$ cat src/rtl/vga_pkg.sv
// Shared VGA pipeline definitions: menu-cursor geometry, colour, FSM states
// and the frame hit test used by the cursor stage.
package vga_pkg;

  localparam int unsigned CNT_W = 11;
  localparam int unsigned RGB_W = 12;

  localparam logic [CNT_W-1:0] BOX_X  = 11'd222;
  localparam logic [CNT_W-1:0] BOX_Y0 = 11'd260;
  localparam logic [CNT_W-1:0] BOX_W  = 11'd476;
  localparam logic [CNT_W-1:0] BOX_H  = 11'd60;
  localparam logic [CNT_W-1:0] PITCH  = 11'd80;
  localparam logic [CNT_W-1:0] BORDER = 11'd4;

  localparam logic [RGB_W-1:0] CURSOR_RGB = 12'hfff;

  typedef enum logic [1:0] {CUR_IDLE, CUR_ACTIVE, CUR_CONFIRM, CUR_HOLD} cursor_state_t;

  // True on the BORDER-thick ring of the frame around option idx
  function automatic logic in_frame(input logic [CNT_W-1:0] h,
                                    input logic [CNT_W-1:0] v,
                                    input logic [1:0]       idx);
    logic [CNT_W-1:0] y0;
    logic             outer;
    logic             inner;
    y0    = BOX_Y0 + CNT_W'(idx) * PITCH;
    outer = (v >= y0) && (v <= y0 + BOX_H - 11'd1) &&
            (h >= BOX_X) && (h <= BOX_X + BOX_W - 11'd1);
    inner = (v >= y0 + BORDER) && (v <= y0 + BOX_H - BORDER - 11'd1) &&
            (h >= BOX_X + BORDER) && (h <= BOX_X + BOX_W - BORDER - 11'd1);
    return outer && !inner;
  endfunction

endpackage

$ cat src/rtl/vga_if.sv
// VGA pixel-stream bundle passed between draw stages.
interface vga_if;
  import vga_pkg::*;

  logic [CNT_W-1:0] vcount;
  logic [CNT_W-1:0] hcount;
  logic             vsync;
  logic             hsync;
  logic             vblnk;
  logic             hblnk;
  logic [RGB_W-1:0] rgb;

  modport in  (input  vcount, hcount, vsync, hsync, vblnk, hblnk, rgb);
  modport out (output vcount, hcount, vsync, hsync, vblnk, hblnk, rgb);
endinterface

$ cat src/rtl/btn_edge.sv
// Per-bit rising-edge detector; the history is registered, the pulse is not.
module btn_edge #(
  parameter int unsigned W = 1
) (
  input  logic         clk,
  input  logic         rst_n,
  input  logic [W-1:0] din,
  output logic [W-1:0] rise_c
);

  logic [W-1:0] prev;

  always_ff @(posedge clk) begin
    if (!rst_n) prev <= '0;
    else        prev <= din;
  end

  assign rise_c = din & ~prev;

endmodule

$ cat src/rtl/draw_menu_cursor.sv
// Menu cursor overlay: blinking frame around the highlighted option, moved by
// up/down presses, confirmed by select. Registered pass-through otherwise.
module draw_menu_cursor
  import vga_pkg::*;
#(
  parameter logic [2:0]  MENU_STATE   = 3'd0,
  parameter int unsigned N_OPT        = 3,
  parameter int unsigned BLINK_FRAMES = 30
) (
  input  logic       clk,
  input  logic       rst_n,
  input  logic [2:0] state,
  input  logic       btn_up,
  input  logic       btn_down,
  input  logic       btn_sel,
  output logic [1:0] sel_idx,
  output logic       sel_valid,
  vga_if.in          vga_cur_in,
  vga_if.out         vga_cur_out
);

  localparam int unsigned BLINK_W = (BLINK_FRAMES > 1) ? $clog2(BLINK_FRAMES) : 1;
  localparam logic [BLINK_W-1:0] BLINK_LAST = BLINK_W'(BLINK_FRAMES - 1);
  localparam logic [1:0]         LAST_IDX   = 2'(N_OPT - 1);

  cursor_state_t      fsm;
  logic [BLINK_W-1:0] blink_cnt;
  logic               blink_on;
  logic [2:0]         btn_rise_c;
  logic               frame_tick_c;
  logic               up_p_c;
  logic               dn_p_c;
  logic               sel_p_c;
  logic               menu_c;
  logic               draw_c;
  logic               show_c;

  btn_edge #(.W(3)) u_btn_edge (
    .clk    (clk),
    .rst_n  (rst_n),
    .din    ({btn_sel, btn_down, btn_up}),
    .rise_c (btn_rise_c)
  );

  btn_edge #(.W(1)) u_vblnk_edge (
    .clk    (clk),
    .rst_n  (rst_n),
    .din    (vga_cur_in.vblnk),
    .rise_c (frame_tick_c)
  );

  assign up_p_c  = btn_rise_c[0];
  assign dn_p_c  = btn_rise_c[1];
  assign sel_p_c = btn_rise_c[2];
  assign menu_c  = (state == MENU_STATE);
  assign draw_c  = in_frame(vga_cur_in.hcount, vga_cur_in.vcount, sel_idx);
  assign show_c  = draw_c && (((fsm == CUR_ACTIVE) && blink_on) || (fsm == CUR_HOLD));

  // Cursor FSM with blink timer; later assignments to the blink regs win
  always_ff @(posedge clk) begin
    if (!rst_n) begin
      fsm       <= CUR_IDLE;
      sel_idx   <= 2'd0;
      sel_valid <= 1'b0;
      blink_cnt <= '0;
      blink_on  <= 1'b1;
    end else begin
      sel_valid <= 1'b0;

      if (fsm == CUR_IDLE) begin
        blink_cnt <= '0;
        blink_on  <= 1'b1;
      end else if (frame_tick_c) begin
        if (blink_cnt == BLINK_LAST) begin
          blink_cnt <= '0;
          blink_on  <= ~blink_on;
        end else begin
          blink_cnt <= blink_cnt + BLINK_W'(1);
        end
      end

      case (fsm)
        CUR_IDLE: begin
          if (menu_c) begin
            fsm     <= CUR_ACTIVE;
            sel_idx <= 2'd0;
          end
        end
        CUR_ACTIVE: begin
          if (!menu_c) begin
            fsm <= CUR_IDLE;
          end else if (sel_p_c) begin
            fsm       <= CUR_CONFIRM;
            sel_valid <= 1'b1;
          end else if (up_p_c ^ dn_p_c) begin
            if (up_p_c) sel_idx <= (sel_idx == 2'd0) ? LAST_IDX : sel_idx - 2'd1;
            else        sel_idx <= (sel_idx == LAST_IDX) ? 2'd0 : sel_idx + 2'd1;
            blink_cnt <= '0;
            blink_on  <= 1'b1;
          end
        end
        CUR_CONFIRM: fsm <= menu_c ? CUR_HOLD : CUR_IDLE;
        CUR_HOLD:    if (!menu_c) fsm <= CUR_IDLE;
        default:     fsm <= CUR_IDLE;
      endcase
    end
  end

  // One-cycle video stage
  always_ff @(posedge clk) begin
    if (!rst_n) begin
      vga_cur_out.vcount <= '0;
      vga_cur_out.hcount <= '0;
      vga_cur_out.vsync  <= 1'b0;
      vga_cur_out.hsync  <= 1'b0;
      vga_cur_out.vblnk  <= 1'b0;
      vga_cur_out.hblnk  <= 1'b0;
      vga_cur_out.rgb    <= '0;
    end else begin
      vga_cur_out.vcount <= vga_cur_in.vcount;
      vga_cur_out.hcount <= vga_cur_in.hcount;
      vga_cur_out.vsync  <= vga_cur_in.vsync;
      vga_cur_out.hsync  <= vga_cur_in.hsync;
      vga_cur_out.vblnk  <= vga_cur_in.vblnk;
      vga_cur_out.hblnk  <= vga_cur_in.hblnk;
      vga_cur_out.rgb    <= show_c ? CURSOR_RGB : vga_cur_in.rgb;
    end
  end

endmodule

$ cat src/flat_wrapper.sv
// flat-port wrapper written by rule: the top's interface ports become plain ports
module draw_menu_cursor_flat import vga_pkg::*;
#(
  parameter logic [2:0]  MENU_STATE   = 3'd0,
  parameter int unsigned N_OPT        = 3,
  parameter int unsigned BLINK_FRAMES = 30
)
  (clk, rst_n, state, btn_up, btn_down, btn_sel, sel_idx, sel_valid, vga_cur_in_vcount, vga_cur_in_hcount, vga_cur_in_vsync, vga_cur_in_hsync, vga_cur_in_vblnk, vga_cur_in_hblnk, vga_cur_in_rgb, vga_cur_out_vcount, vga_cur_out_hcount, vga_cur_out_vsync, vga_cur_out_hsync, vga_cur_out_vblnk, vga_cur_out_hblnk, vga_cur_out_rgb);
  vga_if vga_cur_in_i ();
  vga_if vga_cur_out_i ();
  input  logic clk;
  input  logic rst_n;
  input  logic [2:0] state;
  input  logic btn_up;
  input  logic btn_down;
  input  logic btn_sel;
  output logic [1:0] sel_idx;
  output logic sel_valid;
  input wire logic [$bits(vga_cur_in_i.vcount)-1:0] vga_cur_in_vcount;
  input wire logic [$bits(vga_cur_in_i.hcount)-1:0] vga_cur_in_hcount;
  input wire logic [$bits(vga_cur_in_i.vsync)-1:0] vga_cur_in_vsync;
  input wire logic [$bits(vga_cur_in_i.hsync)-1:0] vga_cur_in_hsync;
  input wire logic [$bits(vga_cur_in_i.vblnk)-1:0] vga_cur_in_vblnk;
  input wire logic [$bits(vga_cur_in_i.hblnk)-1:0] vga_cur_in_hblnk;
  input wire logic [$bits(vga_cur_in_i.rgb)-1:0] vga_cur_in_rgb;
  output wire logic [$bits(vga_cur_out_i.vcount)-1:0] vga_cur_out_vcount;
  output wire logic [$bits(vga_cur_out_i.hcount)-1:0] vga_cur_out_hcount;
  output wire logic [$bits(vga_cur_out_i.vsync)-1:0] vga_cur_out_vsync;
  output wire logic [$bits(vga_cur_out_i.hsync)-1:0] vga_cur_out_hsync;
  output wire logic [$bits(vga_cur_out_i.vblnk)-1:0] vga_cur_out_vblnk;
  output wire logic [$bits(vga_cur_out_i.hblnk)-1:0] vga_cur_out_hblnk;
  output wire logic [$bits(vga_cur_out_i.rgb)-1:0] vga_cur_out_rgb;
  assign vga_cur_in_i.vcount = vga_cur_in_vcount;
  assign vga_cur_in_i.hcount = vga_cur_in_hcount;
  assign vga_cur_in_i.vsync = vga_cur_in_vsync;
  assign vga_cur_in_i.hsync = vga_cur_in_hsync;
  assign vga_cur_in_i.vblnk = vga_cur_in_vblnk;
  assign vga_cur_in_i.hblnk = vga_cur_in_hblnk;
  assign vga_cur_in_i.rgb = vga_cur_in_rgb;
  assign vga_cur_out_vcount = vga_cur_out_i.vcount;
  assign vga_cur_out_hcount = vga_cur_out_i.hcount;
  assign vga_cur_out_vsync = vga_cur_out_i.vsync;
  assign vga_cur_out_hsync = vga_cur_out_i.hsync;
  assign vga_cur_out_vblnk = vga_cur_out_i.vblnk;
  assign vga_cur_out_hblnk = vga_cur_out_i.hblnk;
  assign vga_cur_out_rgb = vga_cur_out_i.rgb;
  draw_menu_cursor #(.MENU_STATE(MENU_STATE), .N_OPT(N_OPT), .BLINK_FRAMES(BLINK_FRAMES)) u_core (.clk(clk), .rst_n(rst_n), .state(state), .btn_up(btn_up), .btn_down(btn_down), .btn_sel(btn_sel), .sel_idx(sel_idx), .sel_valid(sel_valid), .vga_cur_in(vga_cur_in_i), .vga_cur_out(vga_cur_out_i));
endmodule
$ cat config.mk
export PLATFORM = sky130hd
export DESIGN_NAME = draw_menu_cursor_flat
export DESIGN_NICKNAME = d
export VERILOG_FILES = /design/src/rtl/vga_pkg.sv /design/src/rtl/vga_if.sv /design/src/rtl/btn_edge.sv /design/src/rtl/draw_menu_cursor.sv /design/src/flat_wrapper.sv
export SDC_FILE = /design/constraint.sdc
export NUM_CORES = 1
export LEC_CHECK = 0
export BUFFER_PORTS_ARGS = -buffer_cell sky130_fd_sc_hd__buf_2
export CORE_MARGIN = 5
export CORE_UTILIZATION = 48
export CTS_CLUSTER_SIZE = 20
export DETAILED_ROUTE_END_ITERATION = 16
export GPL_ROUTABILITY_DRIVEN = 1
export MAX_ROUTING_LAYER = met4
export PLACE_DENSITY = 0.76
export SYNTH_ARGS = -nofsm -noshare
export SYNTH_HDL_FRONTEND = slang
export SYNTH_HIERARCHICAL = 1
export SYNTH_SLANG_ARGS = --single-unit
$ cat constraint.sdc
create_clock -name clk -period 3.4 [get_ports clk]
set_clock_uncertainty 0.1 [all_clocks]
set_input_delay 0.34 -clock clk [delete_from_list [all_inputs] [get_ports clk]]
set_output_delay 0.34 -clock clk [all_outputs]
set_load 0.05 [all_outputs]
---- Word-level counts from Yosys, hierarchy flattened ----
Cells that the tools add are included.
operators by class
  $add $sub $neg .......................... 9
  multipliers ............................. 1
  $lt $le $gt $ge ......................... 8
  equality and inequality tests ........... 11
  muxes and demuxes ....................... 30
  bitwise operators ....................... 6
  reductions and logical operators ........ 18
operators by type and width
  operator               number
  $mux 5                 7
  $mux 2                 12
  $ge 11x11->1           2
  $ge 11x8->1 const B    2
  $le 11x10->1 const B   2
  $le 11x11->1           2
  $sub 11x1->11 const B  2
  $mux 12                1
  $add 11x3->11 const B  1
  $add 11x6->11 const B  1
  $sub 11x3->11 const B  1
  $add 9x9->10 const A   1
  $logic_and 1x1->1      9
  $mux 1                 8
  $pmux 2 s4             1
  $eq 2x2->1 const B     3
  $ne 2x2->1 const B     3
  $reduce_and 3->1       2
  $add 5x1->5 const B    1
  $eq 5x5->1 const B     1
  $mul 2x3->5 const B    1
  $reduce_and 5->1       1
  $logic_not 2->1        2
  $ne 2x1->1 const B     2
  14 further kinds       15
storage, ports and cells
  flip-flop bits (word level) ............. 52
  bits of input ports ..................... 46
  output and inout port bits .............. 41

---- Logic depth before layout (Yosys ltp) ----
Gate-level depths: netlist of run 1.
  depth in word-level cells ............... 13
  gate-level depth with buffers ........... 10

---- Cells and area by module ----
The synthesis of run 1 kept the hierarchy.
modules (own cells, without submodules)
  module                          times used  cells each  area each (um^2)  seq. area each (um^2)
  draw_menu_cursor                1           216         2105.8            980.9
  btn_edge (u_core.u_btn_edge)    1           9           120.1             60.1
  btn_edge (u_core.u_vblnk_edge)  1           3           40.0              20.0

---- Worst setup path after synthesis of run 1 ----
No wires, ideal clock.
  kind .................................... flip-flop to flip-flop
  start point ............................. register u_core.sel_idx[0]
  end point ............................... register u_core.vga_cur_out.rgb[10]
  data arrival time ....................... 2.669 ns
  slack ................................... 0.564 ns
  stages on the path, launching flop included .. 10
  buffers on the path ..................... 1
  clock period less this slack ............ 2.836 ns
  path through ............................ dfxtp_1 -> inv_1 -> ha_1 -> ha_1 -> a21o_1 -> a21o_1 -> a2111oi_1 -> o211ai_1 -> buf_6 -> o21ai_2
between the ends
  cells in the longest elaborated chain, start to end .. 13
  elaborated cells between the ends (all ways) .. 21
  classes of those cells .................. add/sub: 6; mul: 1; order compare: 4; mux: 1; reduce/logical: 9
ends and longest elaborated chain
  item                             line                          RTL
  start, declared                  draw_menu_cursor.sv:16        output logic [1:0] sel_idx,
  start signal, assigned           draw_menu_cursor.sv:96        if (up_p_c) sel_idx <= (sel_idx == 2'd0) ? LAST_IDX : sel_idx - 2'd1;
  start signal, assigned           draw_menu_cursor.sv:97        else sel_idx <= (sel_idx == LAST_IDX) ? 2'd0 : sel_idx + 2'd1;
  $mul 2x3->5 *                    vga_pkg.sv:26                 y0 = BOX_Y0 + CNT_W'(idx) * PITCH;
  $add 9x9->10 *                   vga_pkg.sv:26
  $add 11x6->11                    vga_pkg.sv:27, vga_pkg.sv:29
  $sub 11x3->11                    vga_pkg.sv:29                 inner = (v >= y0 + BORDER) && (v <= y0 + BOX_H - BORDER - 11'd1) &&
  $sub 11x1->11                    vga_pkg.sv:29
  $le 11x11->1                     vga_pkg.sv:29
  $logic_and 1x1->1 (2 in series)  vga_pkg.sv:29
  $logic_and 1x1->1                vga_pkg.sv:30                 (h >= BOX_X + BORDER) && (h <= BOX_X + BOX_W - BORDER - 11'd1);
  $logic_not 1->1                  vga_pkg.sv:31                 return outer && !inner;
  $logic_and 1x1->1 *              vga_pkg.sv:31
  $logic_and 1x1->1 *              draw_menu_cursor.sv:57        assign show_c = draw_c && (((fsm == CUR_ACTIVE) && blink_on) || (fsm == CUR_HOLD));
  $mux 12 *                        draw_menu_cursor.sv:126       vga_cur_out.rgb <= show_c ? CURSOR_RGB : vga_cur_in.rgb;
  end, declared                    vga_if.sv:14                  modport out (output vcount, hcount, vsync, hsync, vblnk, hblnk, rgb);
Mark *: on every way between the ends. The rest lies on a longest branch, timed or not.
A chain may end at the register's enable or synchronous reset.

---- Worst setup path after layout of run 1 ----
  start point ............................. register u_core.sel_idx[0]
  end point ............................... register u_core.vga_cur_out.rgb[1]
Same word-level chain as after synthesis.

==> results of run 1 <==
-- where the power goes --
group          total, W  leakage (nW)  switching (W)  internal (W)
logic          0.000223         0.848       0.000152     0.0000706
clock network  0.000340        0.0456       0.000193      0.000147
registers      0.000655         0.439     0.00000735      0.000647
-- area by class of cell --
class                           count  area share (%)
Clock buffer                        6            2.57
Clock inverter                      2           0.488
Inverter                            7           0.931
Multi-Input combinational cell    161            40.2
Sequential cell                    53            37.6
Tap cell                           54            2.39
Timing Repair Buffer               88            15.8
-- logic make-up (layout without fill, tap and decap cells) --
logic type	after synthesis	count (layout)	synth area share [%]
simple gates	97	97	24.5
mux	1	1	0.442
flops	53	53	46.8
xor+xnor	6	6	2.32
compound gates	40	40	13.4
fa+ha+maj	17	17	9.39
buf+inv	14	103	3.09
-- cells in the mapped netlist (all sizes together), types with 3 or more instances --
cell type | n | area share [%]
dfxtp | 53 | 47
nand2 | 24 | 4.0
nand3 | 5 | 1.1
a211oi | 5 | 1.9
nor3 | 4 | 0.88
xor2 | 4 | 1.5
nand4 | 3 | 0.83
nor2 | 11 | 1.8
a21oi | 5 | 1.1
ha | 17 | 9.4
or3 | 3 | 0.83
clkbuf | 4 | 0.66
nor2b | 7 | 3.3
nand3b | 3 | 0.99
and2 | 30 | 8.3
o21ai | 17 | 5.4
inv | 7 | 1.2
-- worst max-delay path by stage --
stage | cells after the start | start | slack [ps] | to
after CTS | 9 | u_core/sel_idx[0] | 770 | u_core/vga_cur_out.rgb[7]
after global routing | 9 | u_core/sel_idx[0] | 590 | u_core/vga_cur_out.rgb[0]
after detailed placement | 9 | u_core/sel_idx[0] | 810 | u_core/vga_cur_out.rgb[7]
final | 9 | u_core/sel_idx[0] | 780 | u_core/vga_cur_out.rgb[1]
after global placement | 9 | u_core/sel_idx[0] | 890 | u_core/vga_cur_out.rgb[0]
after floorplan | 9 | u_core/sel_idx[0] | 560 | u_core/vga_cur_out.rgb[10]
-- metrics by stage --
stage	hold WS (ps)	util, %	total power [W]	cell area (sq um)
6_report	134	60.5	0.00122	2820
5_1_grt	119	60.5	0.00129	2820
4_1_cts	127	60.5	0.00124	2820
3_5_place_dp	387	58.7	0.000894	2740
3_3_place_gp	385	58.7	0.000892	2740
2_1_floorplan	353	-	0.000823	2270
-- registers in the layout, indices dropped and copies added (netlist names) --
signal	cells
u_core/vga_cur_out.vsync	1
u_core/vga_cur_out.hcount	11
u_core/vga_cur_out.vblnk	1
u_core/vga_cur_out.hblnk	1
u_core/fsm	2
u_core/blink_cnt	5
u_core/u_btn_edge/prev	3
u_core/vga_cur_out.hsync	1
u_core/vga_cur_out.rgb	12
u_core/u_vblnk_edge/prev	1
u_core/sel_valid	1
u_core/vga_cur_out.vcount	11
u_core/sel_idx	2
u_core/blink_on	1
-- layer usage --
layer	track usage (%)	up-vias	wire [um]
met5	-	-	0
met4	5.24	0	41
met3	3.74	4	296
met2	27.3	46	2230
met1	18.6	832	1960
li1	-	952	-
-- critical path, cell delays in order, from the launching register on --
cell and delay [ps]:
dfxtp_1 430, inv_1 150, ha_1 360, ha_1 300, a21o_1 150, a21o_1 180
a2111oi_1 400, o211ai_1 150, buf_4 210, o21ai_1 130
==> flow_summary_export.csv, run 1 <==
group,metric,value,unit
run_status,status,"finished clean",
floorplanning,initial_utilization,48.6,%
critical_path,reg2regPathDepth,9,
timing,hold_violations,0,
floorplanning,die_h,78.7,um
layout,final_common_cell,"buf_2",
floorplanning,die_w,78.7,um
detailed_routing,firstDrtPassIters,4,
critical_path,cp.required,3530,ps
layout,multi_input_area,0.00113,sq mm
critical_path,critPathKind,"reg -> reg",
placement,portBuffers,86,
clock_network,path_clk_slew,90,ps
synthesis,synth.avg_cell_area,9.94,sq um
placement,placedCellCount,363,
timing,maxSlewViolCount,0,
detailed_routing,route.vias.total,1834,
clock_network,hold_buffers,0,
critical_path,r2r_end,"u_core/vga_cur_out.rgb[1]",
placement,dp_hpwl,3510,um
clock_network,cts_tree,"done",
global_route,grtUsageTotal,16.0,%
floorplanning,io-pin-count,87,
hold_path,hp-class,"in -> reg",
clock_network,h-tree-depth,2,
detailed_routing,via_per_inst,4.94,
synthesis,synth_warnings,6,
hold_path,whs_endpoint,"u_core/vga_cur_out.rgb[6]",
layout,n_antenna_cell,0,
timing,setup_viol,0,
global_route,grt_antenna_before_repair,0,
timing,finalWorstSetupSlack,784,ps
detailed_routing,drtIter0Drc,83,
layout,syn_to_final_growth,24.5,%
placement,gp_congestion,0.931,
timing,clock.fmax,382,MHz
synthesis,synth_cells,228,
synthesis,synth_seq_area_share,46.8,%
hold_path,hp-start,"vga_cur_in_rgb[6]",
timing,finalSetupTns,0,ps
timing,fin_crit_sh,76.9,%
layout,drive_gt1_share,35.3,%
layout,final_nets,379,
timing,rsz0062_at_grt,"no",
clock_network,cts-buffers-inserted,5,
timing,worstMarginPinSlew,645,ps
critical_path,ff2ff_setup_slack,780,ps
layout,layout_common_cells,"buf_2 (86), dfxtp_1 (53), and2_1 (29)",
synthesis,synth_edf_count,0,
layout,regArea,0.00106,sq mm
pwr,pwr_density_cell,432,mW/mm^2
clock_network,cts_sinks,53,
global_route,overflow,0,
layout,fin_cells,371,
detailed_routing,ant_nets,0,
clock_network,clk_latency,300,ps
clock_network,cts-root-buf,"clkbuf_8",
synthesis,synth_fp_nets,291,
floorplanning,rows,25,
global_route,grt_pass1_vias,1794,
job,max_cap_violations,0,
global_route,grt_pass1_wl,7720,um
detailed_routing,finalWirelength,4520,um
critical_path,critPathMaxFanout,12,
floorplanning,die_area,0.00619,sq mm
pwr,ir_drop,248,uV
detailed_routing,drc_errors,0,
synthesis,synthArstFlopShare,0,%
synthesis,yosysUniqueCellTypes,42,
hold_path,hold_path_depth,3,
global_route,grt_max_degree,48,
synthesis,dominantRegCellSynth,"dfxtp_1",
detailed_routing,wl_per_cell,12.2,um
pwr,power.leakage,1.33,nW
critical_path,worst_setup_path_end_kind,"flop",
timing,slew_headroom,57.0,%
placement,place_ws,806,ps
timing,post-route-min-period,2620,ps
clock_network,cts_resized,0,
floorplanning,coreArea,0.00466,sq mm
clock_network,postCtsSetupBuffers,0,
synthesis,synth_seq_cells,53,
critical_path,cp-start-kind,"flop",
synthesis,syn_area,0.00227,sq mm
layout,fillers,434,
critical_path,arrival,2750,ps
critical_path,worstReg2RegStart,"u_core/sel_idx[0]",
clock_network,clk_path_buf_depth,2,
Note: power is estimated with default switching activity, not from simulation.
==> run 2, diff against run 1 <==
--- a/config.mk
+++ b/config.mk
@@ -5,9 +5,10 @@
 export SDC_FILE = /design/constraint.sdc
 export NUM_CORES = 1
 export LEC_CHECK = 0
+export ABC_AREA = 1
 export BUFFER_PORTS_ARGS = -buffer_cell sky130_fd_sc_hd__buf_2
 export CORE_MARGIN = 5
-export CORE_UTILIZATION = 48
+export CORE_UTILIZATION = 49
 export CTS_CLUSTER_SIZE = 20
 export DETAILED_ROUTE_END_ITERATION = 16
 export GPL_ROUTABILITY_DRIVEN = 1
==> constraint.sdc (replaced) <==
create_clock -name clk -period 2.75 [get_ports clk]
set_clock_uncertainty 0.1 [all_clocks]
set_input_delay 0.275 -clock clk [delete_from_list [all_inputs] [get_ports clk]]
set_output_delay 0.275 -clock clk [all_outputs]
set_load 0.05 [all_outputs]
==> run 2 against run 1 <==
  * Global-route usage grew 0.75 points
  * Critical endpoint is now u_core/vga_cur_out.rgb[0]
  * Clock-buffer cell count shrank 1
  * Die area grew 5.2%
  * Largest power group unchanged
  * Clock power grew 81%
==> flow_summary_export.csv, run 2 <==
group,metric,value,unit
timing,setup_viol,0,
global_route,grt_pass1_vias,2063,
clock_network,cts-buffers-inserted,5,
synthesis,synth_fp_nets,398,
run_status,status,"finished clean",
floorplanning,die_h,80.7,um
layout,syn_to_final_growth,26.5,%
critical_path,cp_cell_sequence,"inv_1 > ha_1 > inv_1 > ha_1 > inv_1 > nor3_1 > nand3_1 > nand2_1 > nand2_1 > nor2_2 > nand3_4 > a21oi_1",
critical_path,critical_path.slowest_cell,"dfxtp_1",
floorplanning,initial_utilization,51.2,%
timing,worstMarginPinSlew,347,ps
critical_path,cp_common_cell,"inv_1",
timing,slew_headroom,76.7,%
clock_network,cts_sinks,53,
critical_path,critPathKind,"reg -> reg",
clock_network,postCtsSetupBuffers,0,
critical_path,critPathMaxFanout,12,
pwr,power.leakage,1.78,nW
floorplanning,io-pin-count,87,
detailed_routing,dr_wl_met3,292,um
detailed_routing,top_layer_used,"met4",
clock_network,cts_tree,"done",
detailed_routing,met1_length,2290,um
detailed_routing,ant_nets,0,
synthesis,synthTopCellsByArea,"dfxtp_1 (43%), nand2_1 (12%), inv_1 (12%)",
pwr,pwr_density_cell,565,mW/mm^2
layout,layout_common_cells,"buf_2 (86), nand2_1 (80), inv_1 (77)",
layout,largest_register_ffs,12,
layout,n_antenna_cell,0,
detailed_routing,wl_per_cell,10.6,um
detailed_routing,via_per_inst,4.45,
detailed_routing,drtIter0Drc,99,
pwr,ir_drop,275,uV
synthesis,synth_top_area_share,43.3,%
global_route,overflow,0,
critical_path,cp-start-kind,"flop",
layout,final_nets,488,
synthesis,yosys.area.top_type,"dfxtp_1",
clock_network,cts-root-buf,"clkbuf_8",
critical_path,crit_family,"simple AND/OR/NAND/NOR gates",
synthesis,netlist_top_cells_count,"nand2_1 (80), inv_1 (77), dfxtp_1 (53), nor2_1 (29), ha_1 (17)",
hold_path,hp-class,"in -> reg",
synthesis,synth.most_common_cell,"nand2_1",
timing,clock.fmax,414,MHz
timing,post-route-min-period,2410,ps
detailed_routing,drc_errors,0,
critical_path,slowest_delay,410,ps
synthesis,synthArstFlopShare,0,%
synthesis,synth_warnings,6,
placement,dp_hpwl,4120,um
pwr,totalPowerFinal,0.00175,W
synthesis,synth_cells,335,
clock_network,hold_buffers,0,
floorplanning,die_area,0.00651,sq mm
detailed_routing,met2_length,2550,um
critical_path,crit_buf_inv,3,
global_route,grt_max_degree,34,
layout,top_register,"u_core/vga_cur_out.rgb",
synthesis,synth.avg_cell_area,7.31,sq um
synthesis,dominantRegCellSynth,"dfxtp_1",
clock_network,clk_path_buf_depth,2,
timing,hold_violations,0,
floorplanning,die_w,80.7,um
clock_network,path_clk_slew,100,ps
global_route,grtUsageTotal,16.7,%
layout,final_common_cell,"buf_2",
global_route,grt_pass1_wl,8470,um
placement,portBuffers,86,
critical_path,cp.required,2890,ps
critical_path,arrival,2550,ps
critical_path,worst_setup_path_end_kind,"flop",
floorplanning,coreArea,0.00479,sq mm
detailed_routing,firstDrtPassIters,4,
timing,finalSetupTns,0,ps
floorplanning,rows,25,
layout,drive_gt1_share,27.5,%
synthesis,syn_area,0.00245,sq mm
synthesis,synth_edf_count,0,
clock_network,cts_resized,0,
placement,gp_congestion,0.928,
timing,maxSlewViolCount,0,
detailed_routing,route.vias.total,2194,
clock_network,h-tree-depth,2,
layout,biggestRegsByFlops,"u_core/vga_cur_out.rgb: 12 flops, u_core/vga_cur_out.hcount: 11 flops, u_core/vga_cur_out.vcount: 11 flops",
synthesis,yosysUniqueCellTypes,22,
job,max_cap_violations,0,
layout,fillers,449,
synthesis,synth_seq_area_share,43.3,%
global_route,grt_antenna_before_repair,0,
timing,rsz0062_at_grt,"no",
detailed_routing,finalWirelength,5220,um
clock_network,clk_latency,300,ps
timing,fin_crit_sh,87.8,%
synthesis,synth_seq_cells,53,
[run 2: worst register-to-register path, stage by stage (launching register included)]
cell	delay, ps
dfxtp_1	410
inv_1	150
ha_1	360
inv_1	50
ha_1	280
inv_1	50
nor3_1	200
nand3_1	90
nand2_1	70
nand2_1	60
nor2_2	150
nand3_4	210
a21oi_1	180
[run 2: path summary, 6_finish.rpt]
kind,startpoint,to,slack (ps),cells after the start
max,u_core/sel_idx[0],u_core/vga_cur_out.rgb[0],340,12
min,btn_down,u_core/u_btn_edge/prev[1],60,3
max reg2reg,u_core/sel_idx[0],u_core/vga_cur_out.rgb[0],340,12
min reg2reg,u_core/blink_cnt[4],u_core/blink_cnt[4],410,2
[run 2: per-layer routing]
metal	vias up	GRT usage [%]
met5	-	-
met4	0	6.59
met3	10	3.14
met2	64	29.2
met1	942	18.9
li1	1178	-
[run 2: kinds of logic (layout without fill, tap and decap cells)]
family	count (synthesis)	after routing	synth area share, %
AO/OA/AOI/OAI	32	32	8.22
XOR/XNOR	3	3	1.07
flip-flops	53	53	43.3
AND/OR/NAND/NOR	147	147	25.7
buffers and inverters	83	174	13.0
adder cells (fa/ha/maj)	17	17	8.68
[run 2: stage by stage]
stage	util [%]	worst slack, ps	std cells	instance area [sq um]	hold WS [ps]
floorplan	-	175	335	2450	268
global placement	61.7	336	485	2950	360
CTS	64.6	189	493	3090	51.7
detailed placement	61.7	256	485	2950	370
global route	64.7	51.1	493	3100	46.9
finish	64.7	337	493	3100	59.7
[run 2: layout make-up]
cell class / instances / area (sq um) / area share [%]
multi-input combinational: 199 / 1080 / 34.8
timing repair buffer: 88 / 445 / 14.4
tap: 67 / 83.8 / 2.71
sequential: 53 / 1060 / 34.2
clock inverter: 3 / 68.8 / 2.22
clock buffer: 5 / 68.8 / 2.22
inverter: 78 / 293 / 9.45
[run 2: where the power goes]
group          leakage (nW)  total (W)  switching [W]  internal (W)
clock                0.0687   0.000617       0.000251      0.000366
sequential            0.439   0.000812     0.00000996      0.000802
combinational          1.27   0.000321       0.000228     0.0000929
==> run 3, diff against run 2 <==
--- a/config.mk
+++ b/config.mk
@@ -14,6 +14,7 @@
 export GPL_ROUTABILITY_DRIVEN = 1
 export MAX_ROUTING_LAYER = met4
 export PLACE_DENSITY = 0.76
+export RECOVER_POWER = 50
 export SYNTH_ARGS = -nofsm -noshare
 export SYNTH_HDL_FRONTEND = slang
 export SYNTH_HIERARCHICAL = 1
==> run 3 against run 2 <==
  * Hold slack barely moved
  * First-iteration DRC count did not move
  * Sequential share of layout area rose by 0.24 points
  * Clock power barely moved
  * Non-clock buffer count did not move
  * Wire length rose by 0.42%
  * Die area did not move
==> flow_summary_export.csv, run 3 (same netlist as run 2, synthesis figures left out) <==
group,metric,value,unit
layout,final_cell_area,0.00308,sq mm
clock_network,cts-root-buf,"clkbuf_8",
critical_path,cp_cell_sequence,"inv_1 > ha_1 > inv_1 > ha_1 > inv_1 > nor3_1 > nand3_1 > nand2_1 > nand2_1 > nor2_2 > nand3_4 > a21oi_1",
timing,worstMarginPinSlew,1380,ps
global_route,grt_pass1_wl,8470,um
detailed_routing,met2_length,2570,um
global_route,grtUsageTotal,16.7,%
clock_network,path_clk_slew,100,ps
critical_path,cp.required,2890,ps
critical_path,critical_path.slowest_cell,"dfxtp_1",
floorplanning,coreArea,0.00479,sq mm
hold_path,hp-class,"in -> reg",
layout,drive_gt1_share,23.9,%
detailed_routing,finalWirelength,5240,um
critical_path,arrival,2560,ps
clock_network,hold_buffers,0,
pwr,pwr_density_cell,568,mW/mm^2
placement,portBuffers,86,
layout,top_register,"u_core/vga_cur_out.rgb",
global_route,grt_max_degree,34,
pwr,totalPowerFinal,0.00175,W
layout,n_antenna_cell,0,
clock_network,cts_tree,"done",
critical_path,critPathMaxFanout,12,
critical_path,slowest_delay,410,ps
detailed_routing,route.vias.total,2191,
detailed_routing,dr_wl_met3,310,um
placement,dp_hpwl,4120,um
timing,post-route-min-period,2420,ps
floorplanning,die_w,80.7,um
timing,setup_viol,0,
clock_network,h-tree-depth,2,
layout,biggestRegsByFlops,"u_core/vga_cur_out.rgb: 12 flops, u_core/vga_cur_out.hcount: 11 flops, u_core/vga_cur_out.vcount: 11 flops",
timing,fin_crit_sh,88.0,%
layout,largest_register_ffs,12,
floorplanning,die_area,0.00651,sq mm
timing,hold_violations,0,
global_route,grt_antenna_before_repair,0,
clock_network,cts_sinks,53,
pwr,ir_drop,272,uV
job,max_cap_violations,0,
placement,gp_congestion,0.928,
layout,final_nets,488,
timing,rsz0062_at_grt,"no",
detailed_routing,ant_nets,0,
timing,maxSlewViolCount,0,
floorplanning,die_h,80.7,um
clock_network,cts-buffers-inserted,5,
floorplanning,initial_utilization,51.2,%
critical_path,cp_common_cell,"inv_1",
detailed_routing,via_per_inst,4.44,
detailed_routing,firstDrtPassIters,4,
detailed_routing,top_layer_used,"met4",
global_route,grt_pass1_vias,2063,
critical_path,worst_setup_path_end_kind,"flop",
global_route,overflow,0,
detailed_routing,drtIter0Drc,99,
detailed_routing,wl_per_cell,10.6,um
layout,layout_common_cells,"nand2_1 (80), inv_1 (77), buf_2 (72)",
timing,slew_headroom,8.13,%
critical_path,critPathKind,"reg -> reg",
pwr,power.leakage,1.72,nW
placement,placed_area,0.00295,sq mm
run_status,status,"finished clean",
detailed_routing,met1_length,2290,um
floorplanning,rows,25,
timing,finalSetupTns,0,ps
layout,syn_to_final_growth,25.6,%
clock_network,clk_latency,300,ps
critical_path,cp-start-kind,"flop",
timing,clock.fmax,413,MHz
clock_network,clk_path_buf_depth,2,
detailed_routing,drc_errors,0,
layout,final_common_cell,"nand2_1",
floorplanning,io-pin-count,87,
run 3: cell types whose count changed in the layout (fill, tap and decap cells not counted), sizes merged:
cell,previous run,this run
buf,88,73
clkbuf,5,20
run 3: power breakdown:
part,internal [W],switching [W],leakage (nW)
Sequential,0.000802,0.0000104,0.439
Combinational,0.0000897,0.000228,1.22
Clock,0.000366,0.000251,0.0687
Total,0.00126,0.000489,1.72
run 3: layout make-up:
| type | instances | area, sq um |
|---|---|---|
| clock buffer | 5 | 68.8 |
| timing repair buffer | 88 | 424 |
| sequential | 53 | 1060 |
| multi-input combinational | 199 | 1080 |
| clock inverter | 3 | 68.8 |
| fill | 458 | 1710 |
| tap | 67 | 83.8 |
| inverter | 78 | 293 |
run 3: path summary, 6_finish.rpt:
kind | end | slack (ps) | startpoint | depth (start not counted)
worst min register to register | u_core/blink_cnt[4] | 410 | u_core/blink_cnt[4] | 2
worst max register to register | u_core/vga_cur_out.rgb[0] | 330 | u_core/sel_idx[0] | 12
worst max-delay path | u_core/vga_cur_out.rgb[0] | 330 | u_core/sel_idx[0] | 12
worst min-delay path | u_core/u_btn_edge/prev[1] | 60 | btn_down | 3
run 3: timing repair:
action,4_1_cts,5_1_grt
gates resized for setup,0,1
endpoints found under the setup margin,0,12
setup buffers,0,0
run 3: per-layer routing:
layer / up-vias / GRT usage (%)
met5: - / -
met4: 0 / 6.59
met3: 8 / 3.14
met2: 63 / 29.2
met1: 941 / 18.9
li1: 1179 / -
run 3: worst max-delay path: cells and delay by family, from the launching register on:
kind / cells / cell delay, ps
compound gates: 1 / 170
flops: 1 / 410
fa+ha+maj: 2 / 630
simple gates: 6 / 790
buf+inv: 3 / 240
run 3: metrics by stage:
stage | utilization, % | setup WS (ps) | std cells | hold WS, ps
3_3_place_gp | 61.7 | 336 | 485 | 360
6_report | 64.3 | 329 | 493 | 59.9
3_5_place_dp | 61.7 | 256 | 485 | 370
5_1_grt | 64.3 | 51.1 | 493 | 46.9
4_1_cts | 64.6 | 189 | 493 | 51.7
2_1_floorplan | - | 175 | 335 | 268
